==> src/rtl/pipeline_hazard_ctrl.sv <==
// Hazard and sequencing controller for a 5-stage MIPS pipeline: load-use stall,
// branch/jump flushes, ALU forwarding selects, global freeze and perf counters.
module pipeline_hazard_ctrl #(
  parameter int unsigned CNT_W = 16,
  parameter int unsigned REG_W = 5
) (
  input  logic             Clk,
  input  logic             Reset,
  input  logic [REG_W-1:0] IDrs,
  input  logic [REG_W-1:0] IDrt,
  input  logic             IDUsesRs,
  input  logic             IDUsesRt,
  input  logic [REG_W-1:0] IDDest,
  input  logic             IDRegWrite,
  input  logic             IDMemRead,
  input  logic             IDJump,
  input  logic             MEMBranchTaken,
  input  logic             Freeze,
  output logic             PCWrite,
  output logic             IFIDWrite,
  output logic             IFIDFlush,
  output logic             IDEXFlush,
  output logic             EXMEMFlush,
  output logic             PipeEnable,
  output logic [1:0]       ForwardA,
  output logic [1:0]       ForwardB,
  output logic [CNT_W-1:0] StallCount,
  output logic [CNT_W-1:0] FlushCount
);

  logic [REG_W-1:0] ex_rs_q, ex_rs_d, ex_rt_q, ex_rt_d, ex_dest_q, ex_dest_d;
  logic             ex_regwrite_q, ex_regwrite_d, ex_memread_q, ex_memread_d;
  logic [REG_W-1:0] mem_dest_q, mem_dest_d, wb_dest_q, wb_dest_d;
  logic             mem_regwrite_q, mem_regwrite_d, wb_regwrite_q, wb_regwrite_d;
  logic [CNT_W-1:0] stall_cnt_q, stall_cnt_d, flush_cnt_q, flush_cnt_d;
  logic             load_use;

  function automatic logic [1:0] fwd_sel(input logic [REG_W-1:0] src,
                                         input logic [REG_W-1:0] m_dest, input logic m_rw,
                                         input logic [REG_W-1:0] w_dest, input logic w_rw);
    if (m_rw && m_dest != '0 && m_dest == src) begin
      return 2'b10;
    end else if (w_rw && w_dest != '0 && w_dest == src) begin
      return 2'b01;
    end
    return 2'b00;
  endfunction

  function automatic logic [CNT_W-1:0] sat_inc(input logic [CNT_W-1:0] v);
    return (v == '1) ? v : v + CNT_W'(1);
  endfunction

  assign load_use = ex_memread_q && ex_regwrite_q && (ex_dest_q != '0) &&
                    ((IDUsesRs && IDrs == ex_dest_q) || (IDUsesRt && IDrt == ex_dest_q));

  always_comb begin
    PCWrite        = 1'b1;
    IFIDWrite      = 1'b1;
    IFIDFlush      = 1'b0;
    IDEXFlush      = 1'b0;
    EXMEMFlush     = 1'b0;
    PipeEnable     = 1'b1;
    ForwardA       = fwd_sel(ex_rs_q, mem_dest_q, mem_regwrite_q, wb_dest_q, wb_regwrite_q);
    ForwardB       = fwd_sel(ex_rt_q, mem_dest_q, mem_regwrite_q, wb_dest_q, wb_regwrite_q);
    // Default next state is a normal shift ID -> EX -> MEM -> WB.
    ex_rs_d        = IDrs;
    ex_rt_d        = IDrt;
    ex_dest_d      = IDDest;
    ex_regwrite_d  = IDRegWrite;
    ex_memread_d   = IDMemRead;
    mem_dest_d     = ex_dest_q;
    mem_regwrite_d = ex_regwrite_q;
    wb_dest_d      = mem_dest_q;
    wb_regwrite_d  = mem_regwrite_q;
    stall_cnt_d    = stall_cnt_q;
    flush_cnt_d    = flush_cnt_q;

    if (Reset) begin
      PCWrite    = 1'b0;
      IFIDWrite  = 1'b0;
      IFIDFlush  = 1'b1;
      IDEXFlush  = 1'b1;
      EXMEMFlush = 1'b1;
      ForwardA   = 2'b00;
      ForwardB   = 2'b00;
    end else if (Freeze) begin
      PCWrite        = 1'b0;
      IFIDWrite      = 1'b0;
      PipeEnable     = 1'b0;
      ex_rs_d        = ex_rs_q;
      ex_rt_d        = ex_rt_q;
      ex_dest_d      = ex_dest_q;
      ex_regwrite_d  = ex_regwrite_q;
      ex_memread_d   = ex_memread_q;
      mem_dest_d     = mem_dest_q;
      mem_regwrite_d = mem_regwrite_q;
      wb_dest_d      = wb_dest_q;
      wb_regwrite_d  = wb_regwrite_q;
    end else if (MEMBranchTaken) begin
      IFIDFlush      = 1'b1;
      IDEXFlush      = 1'b1;
      EXMEMFlush     = 1'b1;
      ex_rs_d        = '0;
      ex_rt_d        = '0;
      ex_dest_d      = '0;
      ex_regwrite_d  = 1'b0;
      ex_memread_d   = 1'b0;
      mem_dest_d     = '0;
      mem_regwrite_d = 1'b0;
      flush_cnt_d    = sat_inc(flush_cnt_q);
    end else if (load_use) begin
      PCWrite       = 1'b0;
      IFIDWrite     = 1'b0;
      IDEXFlush     = 1'b1;
      ex_rs_d       = '0;
      ex_rt_d       = '0;
      ex_dest_d     = '0;
      ex_regwrite_d = 1'b0;
      ex_memread_d  = 1'b0;
      stall_cnt_d   = sat_inc(stall_cnt_q);
    end else if (IDJump) begin
      IFIDFlush   = 1'b1;
      flush_cnt_d = sat_inc(flush_cnt_q);
    end
  end

  always_ff @(posedge Clk) begin
    if (Reset) begin
      ex_rs_q        <= '0;
      ex_rt_q        <= '0;
      ex_dest_q      <= '0;
      ex_regwrite_q  <= 1'b0;
      ex_memread_q   <= 1'b0;
      mem_dest_q     <= '0;
      mem_regwrite_q <= 1'b0;
      wb_dest_q      <= '0;
      wb_regwrite_q  <= 1'b0;
      stall_cnt_q    <= '0;
      flush_cnt_q    <= '0;
    end else begin
      ex_rs_q        <= ex_rs_d;
      ex_rt_q        <= ex_rt_d;
      ex_dest_q      <= ex_dest_d;
      ex_regwrite_q  <= ex_regwrite_d;
      ex_memread_q   <= ex_memread_d;
      mem_dest_q     <= mem_dest_d;
      mem_regwrite_q <= mem_regwrite_d;
      wb_dest_q      <= wb_dest_d;
      wb_regwrite_q  <= wb_regwrite_d;
      stall_cnt_q    <= stall_cnt_d;
      flush_cnt_q    <= flush_cnt_d;
    end
  end

  assign StallCount = stall_cnt_q;
  assign FlushCount = flush_cnt_q;

endmodule

==> config.mk <==
export PLATFORM = sky130hd
export DESIGN_NAME = pipeline_hazard_ctrl
export DESIGN_NICKNAME = d
export VERILOG_FILES = /design/src/rtl/pipeline_hazard_ctrl.sv
export SDC_FILE = /design/constraint.sdc
export NUM_CORES = 1
export LEC_CHECK = 0
export ABC_AREA = 1
export CORE_ASPECT_RATIO = 0.75
export CORE_MARGIN = 5
export CORE_UTILIZATION = 37
export DETAILED_ROUTE_END_ITERATION = 7
export SYNTH_ARGS = -nofsm -noshare
export SYNTH_HDL_FRONTEND = slang
export SYNTH_SLANG_ARGS = --single-unit
==> constraint.sdc <==
create_clock -name Clk -period 1.9 [get_ports Clk]
set_input_delay 0.285 -clock Clk [delete_from_list [all_inputs] [get_ports Clk]]
set_output_delay 0.285 -clock Clk [all_outputs]
set_load 0.03 [all_outputs]
==> results.md <==
- The total of warnings raised by yosys is 0.
- The top fanout value on the critical path is 4.
- For this configuration, the core starts out at a cell density of 38.3%.
- After floorplanning, the core was sized to cover 9120 µm².
- The checks that failed: negative setup slack.
- At the placement stage, the worst setup path has a slack of -0.428 ns.
- The number of pins with negative max-slew slack in the final report was 0.
- The violation count after the first detailed-routing iteration is around 240.
- The worst-case hold slack is between 0.4 and 0.5 ns.
- The worst hold path belongs to the class input pin to flop.
- After synthesis, the cell types taking the most area are dfxtp_1, nand2_1, inv_1, nor2_1, nand3_1.
- In this run the core area contains 30 standard-cell rows.
- Global routing consumed, over all layers together, 18.6% of the routing resources.
- The signal on the critical path passes through nand2_1, nand2_1, nor2_1, nand3_1, nand2_2, nand3_4, buf_6, nand2_4, nand2_4, buf_6.
- The worst setup path is captured at an output pin.
- The growth of design area from synthesis to finish is 42.9%.
- The pre-antenna-repair detailed-routing pass consisted of 4 iterations.
- Setup repair after global routing could not meet its margin everywhere.
- Summing every instance area after synthesis gives around 3500 µm².
- Summed over all layers, the global routing overflow is 0.
- The cell count after synthesis came out at ~530.
- The number of buffer cells added on primary ports is 65.
- The number of nets in the synthesized netlist is between 500 and 600.
- The number of antenna violations at the first check in global routing is 0.
- The clock latency at the later pin of the worst-skew pair is 0.32 ns.
- The synthesized flop and latch total is a little over 60.
- The number of global-route vias before repair is roughly 3400.
- The largest net degree at the start of global routing is 24.
- The share of the Yosys chip area taken by registers is roughly a third.
- The number of vias per cell is a little under 5.
- In this run the count of I/O pins placed on the die edge is 66.
- Counting both buffers and inverters, the worst setup path holds a total of 2.
- The post-route DRC violation count is 0.
- The TritonCTS clock tree is built.
- For this design, the slowest cell found on the critical path is dfxtp_4.
- The first-pass GRT wire length is ~17000 µm.
- The full die area is 11500 µm².
- Headroom to the max-slew limit came out at between 70% and 80%.
- The routability-driven placement congestion ratio is approximately 0.91.
- Once detailed placement completed, the half-perimeter wirelength came to around 7500 µm.
- The synthesized design devotes to its leading area cell type between 30% and 40% of total area.
- The share of the cycle needed by the critical path after routing is 100%.
- The tree built by TritonCTS fans out to 61 sinks.
- The final route contains between 3000 and 4000 vias.
- The critical path is of the flop to output pin type.
- Setup violations remaining at the end of the flow were counted as 1.
- The peak supply drop is roughly 550 µV.
- The endpoint required time on the critical path is around 1.6 ns.
- The commonest non-fill, non-tap cell in the layout is nand2_1.
- Clock-pin slew was measured on the worst setup and hold paths at around 0.060 ns.
- The number of distinct library cell variants in the gate-level netlist after synthesis is 29.
- dfxtp_1 takes more of the synthesized area than any other cell.
- The flow ran to the end, but the final reports show violations.
- After detailed placement, the design holds a cell count of between 700 and 800.
- TritonCTS created 9 clock buffers.
- The count of final hold-check violations came to 0.
- The root buffer cell is clkbuf_16.
- The worst setup path is launched from a flop.
- The longest clock path from root to sink contains 2 buffers.
- The share of the core filled with cells is around 55%.
- After layout, the worst setup slack is -0.000411 ns.
- The average instance area after synthesis is 6.65 µm².
- The power density over the cells is roughly 740 nW/µm².
- The proportion of layout cells with a drive suffix above 1 is a little over a fifth.
- The tool flagged a number of max-cap violations equal to 0.
- The post-detailed-routing wire length is ~10000 µm.
- The wire length per cell is roughly 13 µm.
- The maximum single-stage delay on the critical path is between 0.3 and 0.4 ns.
- Static timing analysis puts the maximum clock frequency at about 530 MHz.
- At the pin with the least slew margin, the transition time is approximately 0.38 ns.
- For this run, the number of standard cells in the final layout without fillers is 758.
- In the layout the commonest cells are nand2_1, inv_1, nor2_1.
- The horizontal die dimension is approximately 120 µm.
- The critical path arrival is roughly 1.6 ns.
- In this run the number of H-tree levels came out at 3.
- The floorplan step set the die height to 94.1 µm.
- The number of antenna repair diodes is 0.
- Clock skew on the completed layout was measured at between 0.009 and 0.01 ns.
- The residual antenna-violating net count after detailed routing is 0.
- For this design the static power due to leakage is between 2 and 2.5 nW.
- The clock period minus final worst setup slack is ~1.9 ns.
- The gate family responsible for the most delay along the worst path is simple AND/OR/NAND/NOR gates.
- The net count of the finished layout is 651.
[area by class of cell]
cell class                 count  area [µm²]
timing repair buffer         104         941
clock buffer                  13         270
tap                          128         160
fill                         901        4130
clock inverter                 3        90.1
multi-input combinational    374        1990
sequential                    61        1240
inverter                      75         294
[path summary, 6_finish.rpt]
check / slack (ns) / depth (start not counted) / from / end
worst max-delay path: -0.0004 / 10 / ex_dest_q[1]$_SDFFE_PP0N_ / IFIDFlush
worst max register to register: 0.17 / 10 / StallCount[1]$_SDFFE_PP0P_ / StallCount[13]$_SDFFE_PP0P_
worst min-delay path: 0.43 / 3 / IDrs[4] / ex_rs_q[4]$_SDFFE_PP0N_
worst min register to register: 0.49 / 2 / ex_memread_q$_SDFFE_PP0N_ / ex_memread_q$_SDFFE_PP0N_
[worst min-delay path, delay by kind of cell]
family          cells  cell delay [ns]
compound gates      1             0.08
buf+inv             2             0.33
[where the power goes]
group,internal (W),switching [W]
Sequential,0.00131,0.0000380
Combinational,0.000179,0.000222
Clock,0.00139,0.000571
Total,0.00288,0.000832
[flip-flops by register name, indices dropped and copies added (netlist names)]
| register | cells |
|---|---|
| wb_dest_q | 5 |
| ex_memread_q | 1 |
| ex_regwrite_q | 1 |
| mem_regwrite_q | 1 |
| ex_rs_q | 5 |
| ex_rt_q | 5 |
| ex_dest_q | 5 |
| StallCount | 16 |
| FlushCount | 16 |
| wb_regwrite_q | 1 |
| mem_dest_q | 5 |
[per-layer routing]
metal / wire length [µm] / vias up / share of wire, % / global-route usage [%]
li1: - / 1875 / - / -
met1: 5250 / 1694 / 52 / 27.1
met2: 4330 / 95 / 43 / 27.5
met3: 481 / 9 / 4.7 / 4.03
met4: 71 / 0 / 0.70 / 4.66
met5: 0 / - / 0 / 0
[cells in the mapped netlist, drive strengths merged]
| cell type | instances |
|---|---|
| ha | 2 |
| clkbuf | 5 |
| nand3 | 42 |
| nor2 | 66 |
| buf | 11 |
| inv | 75 |
| nor3b | 1 |
| a21oi | 20 |
| xor2 | 19 |
| dfxtp | 61 |
| o22ai | 17 |
| nand4 | 20 |
| nor3 | 7 |
| nor4 | 2 |
| xnor2 | 10 |
| nand2 | 152 |
| o21ai | 15 |
[cells by family (layout without fill, tap and decap cells)]
logic type	Yosys count	count (layout)	share of synthesized area (%)
AND/OR/NAND/NOR	290	291	36.8
AO/OA/AOI/OAI	52	52	9.14
adder cells (fa/ha/maj)	2	2	0.717
flip-flops	61	61	35.0
buffers and inverters	91	195	11.0
XOR/XNOR	29	29	7.28
[stage by stage]
step | total power (W) | TNS (ns) | instance area [µm²]
after detailed placement | 0.00175 | -3.40 | 4440
after floorplan | 0.00157 | 0 | 3490
after global routing | 0.00385 | -0.198 | 4990
after CTS | 0.00372 | 0 | 4850
after global placement | 0.00175 | -2.85 | 4440
final | 0.00371 | -0.000411 | 4990
[timing repair]
item | 4_1_cts | 5_1_grt
hold buffers | 0 | 0
resized for setup | 39 | 39
hold endpoints to repair | 0 | 0
gates cloned | 1 | 1
setup endpoints to repair | 6 | 35
pin swaps | 5 | 7
buffers inserted | 3 | 2
No activity file was read; power rests on OpenSTA's default activity.
